==> src/rtl/mem_burst_ctrl.sv <==
// rtl/mem_burst_ctrl.sv - burst sequencer between a command requester and a single-port synchronous memory
// Defining MEM_BURST_CTRL_VERIFY_EN adds a read-back verify pass after every written word.
module mem_burst_ctrl #(
  parameter int DATA_WIDTH  = 16,
  parameter int ADDR_WIDTH  = 10,
  parameter int LEN_WIDTH   = 4,
  parameter int MEM_LATENCY = 1
) (
  input  logic                  clk,
  input  logic                  reset_n,
  input  logic                  cmd_valid,
  output logic                  cmd_ready,
  input  logic                  cmd_write,
  input  logic [ADDR_WIDTH-1:0] cmd_addr,
  input  logic [LEN_WIDTH-1:0]  cmd_len,
  input  logic                  wr_valid,
  output logic                  wr_ready,
  input  logic [DATA_WIDTH-1:0] wr_data,
  output logic                  rd_valid,
  output logic [DATA_WIDTH-1:0] rd_data,
  output logic                  busy,
  output logic                  done,
  output logic                  verify_err,
  output logic [ADDR_WIDTH-1:0] mem_addr,
  output logic [DATA_WIDTH-1:0] mem_data,
  output logic                  mem_we,
  input  logic [DATA_WIDTH-1:0] mem_q
);

`ifdef MEM_BURST_CTRL_VERIFY_EN
  typedef enum logic [2:0] {IDLE, WRITE, READ, DRAIN, VERIFY} state_t;
  localparam int VW = $clog2(MEM_LATENCY + 2);
  localparam logic [VW-1:0] V_OPEN = VW'(MEM_LATENCY);
  localparam logic [VW-1:0] V_CMP  = VW'(MEM_LATENCY + 1);
  logic [VW-1:0] vcnt;
  logic          last_word;
`else
  typedef enum logic [2:0] {IDLE, WRITE, READ, DRAIN} state_t;
`endif

  state_t                state;
  logic [ADDR_WIDTH-1:0] cur_addr;
  logic [LEN_WIDTH-1:0]  remaining;
  // tag[0] marks a read address on mem_addr; tag[MEM_LATENCY] means mem_q holds that word now
  logic [MEM_LATENCY:0]  tag;
  logic                  word_take;

  assign word_take = wr_valid && wr_ready;

`ifndef MEM_BURST_CTRL_VERIFY_EN
  assign verify_err = 1'b0;
`endif

  always_ff @(posedge clk) begin
    if (!reset_n) begin
      state     <= IDLE;
      cmd_ready <= 1'b1;
      wr_ready  <= 1'b0;
      rd_valid  <= 1'b0;
      rd_data   <= '0;
      busy      <= 1'b0;
      done      <= 1'b0;
      mem_addr  <= '0;
      mem_data  <= '0;
      mem_we    <= 1'b0;
      cur_addr  <= '0;
      remaining <= '0;
      tag       <= '0;
`ifdef MEM_BURST_CTRL_VERIFY_EN
      verify_err <= 1'b0;
      vcnt       <= '0;
      last_word  <= 1'b0;
`endif
    end else begin
      mem_we   <= 1'b0;
      done     <= 1'b0;
      rd_valid <= 1'b0;
      tag      <= {tag[MEM_LATENCY-1:0], 1'b0};

      if (tag[MEM_LATENCY]) begin
        rd_valid <= 1'b1;
        rd_data  <= mem_q;
      end

      if (word_take) begin
        mem_addr  <= cur_addr;
        mem_data  <= wr_data;
        mem_we    <= 1'b1;
        cur_addr  <= cur_addr + 1'b1;
        remaining <= remaining - 1'b1;
      end

      case (state)
        IDLE: begin
          busy      <= 1'b0;
          cmd_ready <= 1'b1;
          if (cmd_valid && cmd_ready) begin
            busy      <= 1'b1;
            cmd_ready <= 1'b0;
            cur_addr  <= cmd_addr;
            remaining <= cmd_len;
            wr_ready  <= cmd_write;
            state     <= cmd_write ? WRITE : READ;
`ifdef MEM_BURST_CTRL_VERIFY_EN
            verify_err <= 1'b0;
`endif
          end
        end

        WRITE: begin
          if (word_take) begin
`ifdef MEM_BURST_CTRL_VERIFY_EN
            wr_ready  <= 1'b0;
            vcnt      <= '0;
            last_word <= (remaining == '0);
            state     <= VERIFY;
`else
            if (remaining == '0) begin
              wr_ready <= 1'b0;
              done     <= 1'b1;
              state    <= IDLE;
            end
`endif
          end
        end

`ifdef MEM_BURST_CTRL_VERIFY_EN
        // mem_addr/mem_data still hold the written word; mem_we has dropped so it is re-read
        VERIFY: begin
          vcnt <= vcnt + 1'b1;
          if (vcnt == V_OPEN && !last_word) wr_ready <= 1'b1;
          if (vcnt == V_CMP) begin
            if (mem_q != mem_data) verify_err <= 1'b1;
            if (last_word) begin
              done  <= 1'b1;
              state <= IDLE;
            end else if (word_take) begin
              wr_ready  <= 1'b0;
              vcnt      <= '0;
              last_word <= (remaining == '0);
            end else begin
              state <= WRITE;
            end
          end
        end
`endif

        READ: begin
          mem_addr <= cur_addr;
          cur_addr <= cur_addr + 1'b1;
          tag[0]   <= 1'b1;
          if (remaining == '0) state <= DRAIN;
          else remaining <= remaining - 1'b1;
        end

        DRAIN: begin
          if (tag[MEM_LATENCY] && tag[MEM_LATENCY-1:0] == '0) begin
            done  <= 1'b1;
            state <= IDLE;
          end
        end

        default: state <= IDLE;
      endcase
    end
  end

endmodule

==> config.mk <==
export PLATFORM = sky130hd
export DESIGN_NAME = mem_burst_ctrl
export DESIGN_NICKNAME = d
export VERILOG_FILES = /design/src/rtl/mem_burst_ctrl.sv
export SDC_FILE = /design/constraint.sdc
export NUM_CORES = 1
export LEC_CHECK = 0
export BUFFER_PORTS_ARGS = -buffer_cell sky130_fd_sc_hd__buf_2
export CAP_MARGIN = 20
export CORE_MARGIN = 5
export CORE_UTILIZATION = 44
export CTS_CLUSTER_SIZE = 40
export DETAILED_ROUTE_END_ITERATION = 8
export GPL_TIMING_DRIVEN = 0
export PLACE_DENSITY_LB_ADDON = 0.05
export SKIP_CTS_REPAIR_TIMING = 1
export SLEW_MARGIN = 20
export SYNTH_ARGS = -nofsm -noshare
export SYNTH_HDL_FRONTEND = slang
export SYNTH_SLANG_ARGS = --single-unit
==> constraint.sdc <==
create_clock -name clk -period 1.4 [get_ports clk]
set_input_delay 0.21 -clock clk [delete_from_list [all_inputs] [get_ports clk]]
set_output_delay 0.21 -clock clk [all_outputs]
set_load 0.03 [all_outputs]
# Word-level counts from Yosys, hierarchy flattened
# Index checks and enable logic that the tools add are counted.
[word_totals]
rom_bits = 0
latch_bits = 0
in_bits = 51
mem_bits_rw = 0
output_inout_bits = 49
wordCells = 62
register_bits = 67
mem_count = 0
[classes]
n_shift = 0
n_eq_ne = 8
mul = 0
bitwise = 1
reduce_logical = 9
div_mod_pow = 0
n_addsub = 2
muxes = 29
n_lt_le_gt_ge = 0
[op_table]
columns = ["operator", "n"]
rows = [
  ["two-way mux 10 bit", 4],
  ["one-hot mux 10 bit (2 select lines)", 1],
  ["two-way mux 3 bit", 5],
  ["two-way mux 4 bit", 3],
  ["one-hot mux 3 bit (4 select lines)", 1],
  ["two-way mux 1 bit", 11],
  ["adder 10 x 1 -> 10 bit (second input constant)", 1],
  ["inequality test 2 bit (second input constant)", 5],
  ["one-hot mux 4 bit (2 select lines)", 1],
  ["equality test 3 x 2 -> 1 bit (second input constant)", 2],
  ["AND reduction 5 bit", 1],
  ["logical NOT 4 bit", 1],
  ["one-hot mux 1 bit (2 select lines)", 2],
  ["AND reduction 4 bit", 1],
  ["nonzero test 2 bit", 2],
  ["subtractor 4 x 1 -> 4 bit (second input constant)", 1],
  ["equality test 3 x 1 -> 1 bit (second input constant)", 1],
  ["logical AND 1 bit", 3],
  ["logical NOT 3 bit", 1],
  ["two-way mux 2 bit", 1],
  ["NOT 1 bit", 1],
]

# Logic depth before layout (Yosys ltp)
# Gate-level depths: netlist (run 1).
[depth]
word_depth = 4
mapped_depth = 6
mapped_depth_nobuf = 6

# Worst setup path after synthesis (run 1)
# OpenSTA, ideal clock, no wires.
[synth_timing]
path_kind = "reg2reg"
startpoint = "reg wr_ready"
endpoint = "reg cur_addr[1]"
t_required_ns = 1.272
setup_ns = 0.128
slack_ns = -0.030
period_less_slack_ns = 1.430
path_buffers = 0
path_stages_with_launch = 5
t_arrival_ns = 1.302
path_cell_list = "dfxtp_1 nand2_1 o21a_2 a222oi_1 nor2_1"
[synth_between]
elab_chain_len = 4
[synth_lines]
columns = ["element", "line", "rtl"]
rows = [
  ["start, declared", "17", "output logic wr_ready,"],
  ["start signal, assigned", "102", "wr_ready <= cmd_write;"],
  ["logical AND 1 bit (*)", "48", "assign word_take = wr_valid && wr_ready;"],
  ["two-way mux 10 bit (*)", "85", "if (word_take) begin"],
  ["two-way mux 10 bit", "97", "if (cmd_valid && cmd_ready) begin"],
  ["one-hot mux 10 bit (2 select lines) (*)", "93", "case (state)"],
  ["end signal, assigned", "89", "cur_addr <= cur_addr + 1'b1;"],
  ["end signal, assigned", "100", "cur_addr <= cmd_addr;"],
  ["end signal, assigned", "150", "cur_addr <= cur_addr + 1'b1;"],
  ["end, declared", "42", "logic [ADDR_WIDTH-1:0] cur_addr;"],
]
# Mark *: on every way between the ends. The rest lies on a longest branch, timed or not.
# A chain may end at the register's enable or synchronous reset.

# Final worst setup path (run 1)
[layout_timing]
startpoint = "reg remaining[0]"
endpoint = "reg remaining[1]"
[layout_between]
elab_chain_len = 4
elab_cells_between_ends = 6
cone_classes = "add/sub: 1; mux: 4; reduce/logical: 1"
[layout_lines]
columns = ["element", "line", "rtl"]
rows = [
  ["start, declared", "43", "logic [LEN_WIDTH-1:0] remaining;"],
  ["start signal, assigned", "90", "remaining <= remaining - 1'b1;"],
  ["start signal, assigned", "101", "remaining <= cmd_len;"],
  ["start signal, assigned", "153", "else remaining <= remaining - 1'b1;"],
  ["subtractor 4 x 1 -> 4 bit", "90, 153", ""],
  ["two-way mux 4 bit", "85", ""],
  ["two-way mux 4 bit, on equally long branches", "152, 97", ""],
  ["one-hot mux 4 bit (2 select lines) (*)", "93", ""],
]
# Marks and branches as above.

==> results of run 1 <==
## cell usage after synthesis, types with 4 or more instances
cell type	number	area share (%)
dfxtp_1	66	48
nand2_1	65	8.8
a21oi_1	36	6.5
nor2_1	28	3.8
mux2i_1	17	6.1
o21ai_1	9	1.6
buf_2	6	1.1
clkbuf_1	6	0.81
nand3_1	6	1.1
and3_1	5	1.1
a22oi_1	4	1.1
buf_4	4	1.1
nand3b_1	4	1.1
nor3_2	4	1.4
## worst max-delay path, delay by kind of cell (launching register included)
kind	cells	cell delay (ns)
simple gates	1	0.43
flops	1	0.37
fa+ha+maj	1	0.14
buf+inv	1	0.07
compound gates	3	0.43
## per-stage QoR
| step | power (W) | instance area [um^2] | setup TNS [ns] | setup WS (ns) | hold slack, ns |
|---|---|---|---|---|---|
| global route | 0.005215 | 3722 | -1.469 | -0.1682 | 0.09746 |
| CTS | 0.004932 | 3615 | -0.5286 | -0.1253 | 0.08854 |
| floorplan | 0.002688 | 2784 | -0.004095 | -0.004095 | 0.3460 |
| finish | 0.004989 | 3722 | -0.2019 | -0.09381 | 0.09837 |
| detailed placement | 0.002948 | 3371 | -0.3442 | -0.09981 | 0.4415 |
| global placement | 0.002938 | 3371 | -0.2931 | -0.09247 | 0.4348 |
## worst paths after layout
check	cells after the start	slack, ns	from	to
max	6	-0.09	remaining[0]	remaining[1]
min	3	0.1	wr_data[2]	mem_data[2]
max reg2reg	6	-0.09	remaining[0]	remaining[1]
min reg2reg	2	0.45	mem_addr[6]	mem_addr[6]
## state kept, by name, summed over array words and instances (netlist names)
signal	count
tag	2
cur_addr	10
busy	1
mem_data	16
mem_addr	10
done	1
wr_ready	1
remaining	4
rd_valid	1
state	2
mem_we	1
cmd_ready	1
rd_data	16
## cells by family (layout without fill, tap and decap cells)
kind of cell | Yosys count | after routing | synth area share (%)
adders and majority gates | 2 | 2 | 0.9004
xor gates and xnor gates | 5 | 5 | 1.576
AOI/OAI and AO/OA | 74 | 74 | 16.43
buffers and inverters | 23 | 139 | 4.727
other | 1 | 1 | 0.1349
DFF | 66 | 66 | 47.55
muxes | 17 | 17 | 6.123
and+or+nand+nor | 132 | 132 | 22.56
## final cells by class
class | instances | area [um^2]
Inverter | 4 | 17.52
Buffer | 19 | 123.9
Fill cell | 596 | 2519
Clock inverter | 4 | 98.84
Tap cell | 77 | 96.34
Sequential cell | 66 | 1330
Multi-Input combinational cell | 231 | 1405
Timing Repair Buffer | 100 | 505.5
Clock buffer | 12 | 145.1
## layer usage
| layer | vias up | global-route usage [%] |
|---|---|---|
| met3 | 11 | 5.069 |
| li1 | 1328 | - |
| met5 | - | 0 |
| met2 | 97 | 27.86 |
| met1 | 1160 | 23.63 |
| met4 | 0 | 7.307 |
## power by group through the flow
stage,sequential (W),combinational (W),clock (W)
after floorplan,0.00219,0.000503,0
after global placement,0.00211,0.000824,0
after detailed placement,0.00212,0.000833,0
after CTS,0.00207,0.000838,0.00202
after global routing,0.00210,0.00101,0.00211
final,0.00209,0.000922,0.00198
==> results_dict.tcl, run 1 <==
set metrics [dict create \
    final_cell_mix "buf_2, nand2_1, dfxtp_1" \
    die_w_um 89.47 \
    cp-end-kind "flop" \
    crit_chain "inv_4, ha_4, or3b_4, o21ai_2, o311ai_2, a21oi_1" \
    drtIter0Drc 105 \
    worst_ep_arrival_time_ns 1.76 \
    pwr-share-clk_pct 39.7 \
    io_pins 100 \
    p_sw_share_pct 27.59 \
    grt_pass1_vias 2377 \
    antenna_found_initial 0 \
    clk_pin_slew_worst_paths_ns 0.08 \
    areaGrowthSynthToFinish_pct 33.95 \
    tightest_slew_ns 0.5673 \
    start_util_pct 44.53 \
    path_class "flop to flop" \
    power.leakage_nw 1.583 \
    layout_commonest_cell "buf_2" \
    combPwrFrac_pct 18.5 \
    startpoint_type "flop" \
    route.met2.wl_um 3102 \
    finClkSkew_ns 0.01353 \
    yosysWarnings 0 \
    grt_max_degree 12 \
    row_count 29 \
    fin_crit_ns 1.494 \
    synth_nets 373 \
    rsz0062_at_grt "yes" \
    synth_cell_types 47 \
    status "finished, violations left" \
    wl_met1_um 3284 \
    final_nets 484 \
    place_congestion 0.7619 \
    instances_no_fill 513 \
    dpl.hpwl_um 5039 \
    finalSetupViolations 5 \
    seq_power_share_pct 41.8 \
    ys_ff_latch 66 \
    worstPathRequired_ns 1.67 \
    dp_cells 495 \
    critPathMaxFanout 5 \
    first_pass_iters 4 \
    hp-class "primary input to flop" \
    numCtsBuffers 9 \
    ant_nets 0 \
    fmax_mhz 669.4 \
    vias 2596 \
    final-max-slew-violation-count 0 \
    synth_edf_count 0 \
    intPower_w 0.003613 \
    finalWirelength_um 7137 \
    final_hold_viol_count 0 \
    die_y_um 89.47 \
    fin_ws_ns -0.09381 \
    clk_latency_ns 0.34 \
    critPathSlowestCell "or3b_4" \
    async_reset_ff_share_pct 0 \
    cap_violations 0 \
    clkSinkCount 66 \
    violations "negative setup slack" \
    h-tree-depth 3 \
    min_period_over_period_pct 106.7 \
    drc 0 \
    diodes 0 \
    met3_length_um 638 \
    final_core_util_pct 59.64 \
    synthFlopType "dfxtp_1" \
    p_per_area_nw_per_um2 1340 \
    cts_tree "yes" \
    top_layer "met4" \
    yosysSeqAreaShare_pct 47.55 \
    relSlewSlack_pct 62.18 \
    syn-cell-area_um2 2779 \
    switchingPower_w 0.001376 \
    wl_per_cell_um 13.91 \
    grt.total_usage_pct 18.00 \
    synth_area_per_cell_um2 8.684 \
    core_area_um2 6241 \
    cts.path.max_buffers 2 \
    grt_pass1_wl_um 11030 \
    vdd_drop_max_mv 0.8107 \
    synth_cells 320 \
    port_buffers 98 \
    drive_above_1_share_pct 36.70 \
    grt-ovfl-total 0 \
    cpPeakStageDelay_ns 0.43 \
    die-area_um2 8005 \
    viasPerCell 5.060 \
    cts-root-buf "clkbuf_8" \
]
Note: power is estimated with default switching activity, not from simulation.
==> run 2, diff against run 1 <==
--- a/config.mk
+++ b/config.mk
@@ -5,7 +5,7 @@
 export SDC_FILE = /design/constraint.sdc
 export NUM_CORES = 1
 export LEC_CHECK = 0
-export BUFFER_PORTS_ARGS = -buffer_cell sky130_fd_sc_hd__buf_2
+export BUFFER_PORTS_ARGS = -buffer_cell sky130_fd_sc_hd__buf_4
 export CAP_MARGIN = 20
 export CORE_MARGIN = 5
 export CORE_UTILIZATION = 44
==> run 2 against run 1 <==
Sequential power about the same. Highest routed layer unchanged. Cell count unchanged. Sequential share of layout area down 2.1 points. Clock skew down 0.0052 ns. Critical path type unchanged. Maximum frequency about the same. Largest cell class unchanged. Combinational power up 7.8%. Die area unchanged. Clock-buffer cell count down 1. The flow still finishes with violations (negative setup slack).
==> results_dict.tcl, run 2 (same netlist as run 1, synthesis figures left out) <==
set metrics [dict create \
    core_area_um2 6241 \
    post_dp_cell_area_um2 3616 \
    port_buffers 98 \
    diodes 0 \
    fmax_mhz 669.6 \
    layout_commonest_cell "buf_4" \
    cts-root-buf "clkbuf_8" \
    intPower_w 0.003305 \
    final-max-slew-violation-count 0 \
    final_area_um2 3956 \
    critPathMaxFanout 5 \
    power.leakage_nw 1.610 \
    p_per_area_nw_per_um2 1182 \
    fin_tns_setup_ns -0.1806 \
    status "finished, violations left" \
    cap_violations 0 \
    first_pass_iters 4 \
    cts_tree "yes" \
    row_count 29 \
    p_sw_share_pct 29.31 \
    dpl.hpwl_um 5379 \
    grt_pass1_vias 2594 \
    path_class "flop to flop" \
    ant_nets 0 \
    seq_power_share_pct 44.6 \
    place_congestion 0.7796 \
    vias 2585 \
    fin_ws_ns -0.09348 \
    clk_pin_slew_worst_paths_ns 0.07 \
    pwr-share-clk_pct 34.1 \
    drc 0 \
    clkSinkCount 66 \
    die-area_um2 8005 \
    die_w_um 89.47 \
    final_hold_viol_count 0 \
    grt_pass1_wl_um 11760 \
    drtIter0Drc 97 \
    violations "negative setup slack" \
    viasPerCell 5.039 \
    worst_ep_arrival_time_ns 1.69 \
    final_nets 484 \
    hp-class "primary input to flop" \
    areaGrowthSynthToFinish_pct 42.37 \
    start_util_pct 44.53 \
    finalSetupViolations 3 \
    grt.total_usage_pct 19.20 \
    vdd_drop_max_mv 0.8868 \
    drive_above_1_share_pct 37.61 \
    min_period_over_period_pct 106.7 \
    fin_crit_ns 1.493 \
    grt_max_degree 12 \
    rsz0062_at_grt "yes" \
    numCtsBuffers 9 \
    tightest_slew_ns 0.5775 \
    reg_top3 "mem_data x16, rd_data x16" \
    antenna_found_initial 0 \
    grt-ovfl-total 0 \
    cp-end-kind "flop" \
    switchingPower_w 0.001370 \
    finClkSkew_ns 0.008338 \
    combPwrFrac_pct 21.3 \
    place_ws_ns -0.1005 \
    wl_per_cell_um 14.57 \
    clk_latency_ns 0.34 \
    final_cell_mix "buf_4, nand2_1, dfxtp_1" \
    nFillCells 593 \
    startpoint_type "flop" \
    relSlewSlack_pct 61.50 \
    h-tree-depth 3 \
    cts.path.max_buffers 2 \
    finalWirelength_um 7474 \
    io_pins 100 \
    die_y_um 89.47 \
    worstPathRequired_ns 1.59 \
]
[run 2: power by group through the flow]
stage	registers, W	logic, W	clock network (W)
after CTS	0.00208	0.000906	0.00164
after detailed placement	0.00212	0.000903	0
final	0.00209	0.000994	0.00160
after global routing	0.00210	0.00108	0.00174
after floorplan	0.00219	0.000503	0
after global placement	0.00212	0.000883	0
[run 2: layer usage]
layer | vias up | wire [um] | global-route usage (%)
met5 | - | 0 | 0
met4 | 0 | 121 | 8.796
met3 | 9 | 673 | 6.912
met2 | 93 | 3404 | 31.61
met1 | 1159 | 3274 | 22.28
li1 | 1324 | - | -
[run 2: worst paths after layout]
check / cells past startpoint / slack [ns] / endpoint / start
setup reg to reg: 5 / -0.09 / remaining[1] / remaining[0]
hold / removal: 3 / 0.1 / rd_data[7] / mem_q[7]
setup / recovery: 5 / -0.09 / remaining[1] / remaining[0]
hold reg to reg: 2 / 0.45 / mem_data[13] / mem_data[13]
[run 2: critical path, cell delays in order, from the launching register on]
cell	delay, ns
dfxtp_4	0.36
inv_4	0.06
ha_4	0.14
or3b_4	0.43
o311ai_2	0.24
a21oi_1	0.11
[run 2: cell type report]
cell class | instances | area (um^2) | share of cell area [%]
timing repair buffer | 100 | 750.7 | 18.98
sequential | 66 | 1330 | 33.62
buffer | 19 | 130.1 | 3.289
tap | 77 | 96.34 | 2.435
clock buffer | 11 | 141.4 | 3.574
multi-input combinational | 231 | 1436 | 36.31
inverter | 4 | 17.52 | 0.4428
clock inverter | 5 | 53.80 | 1.360
[run 2: stage by stage]
stage	util, %	cells	hold slack, ns	power, W
after floorplan	-	320	0.3460	0.002688
after global routing	63.39	513	0.09521	0.004922
after detailed placement	57.94	495	0.4447	0.003021
final	63.39	513	0.09821	0.004675
after CTS	61.07	511	0.08853	0.004618
after global placement	57.94	495	0.4386	0.002999
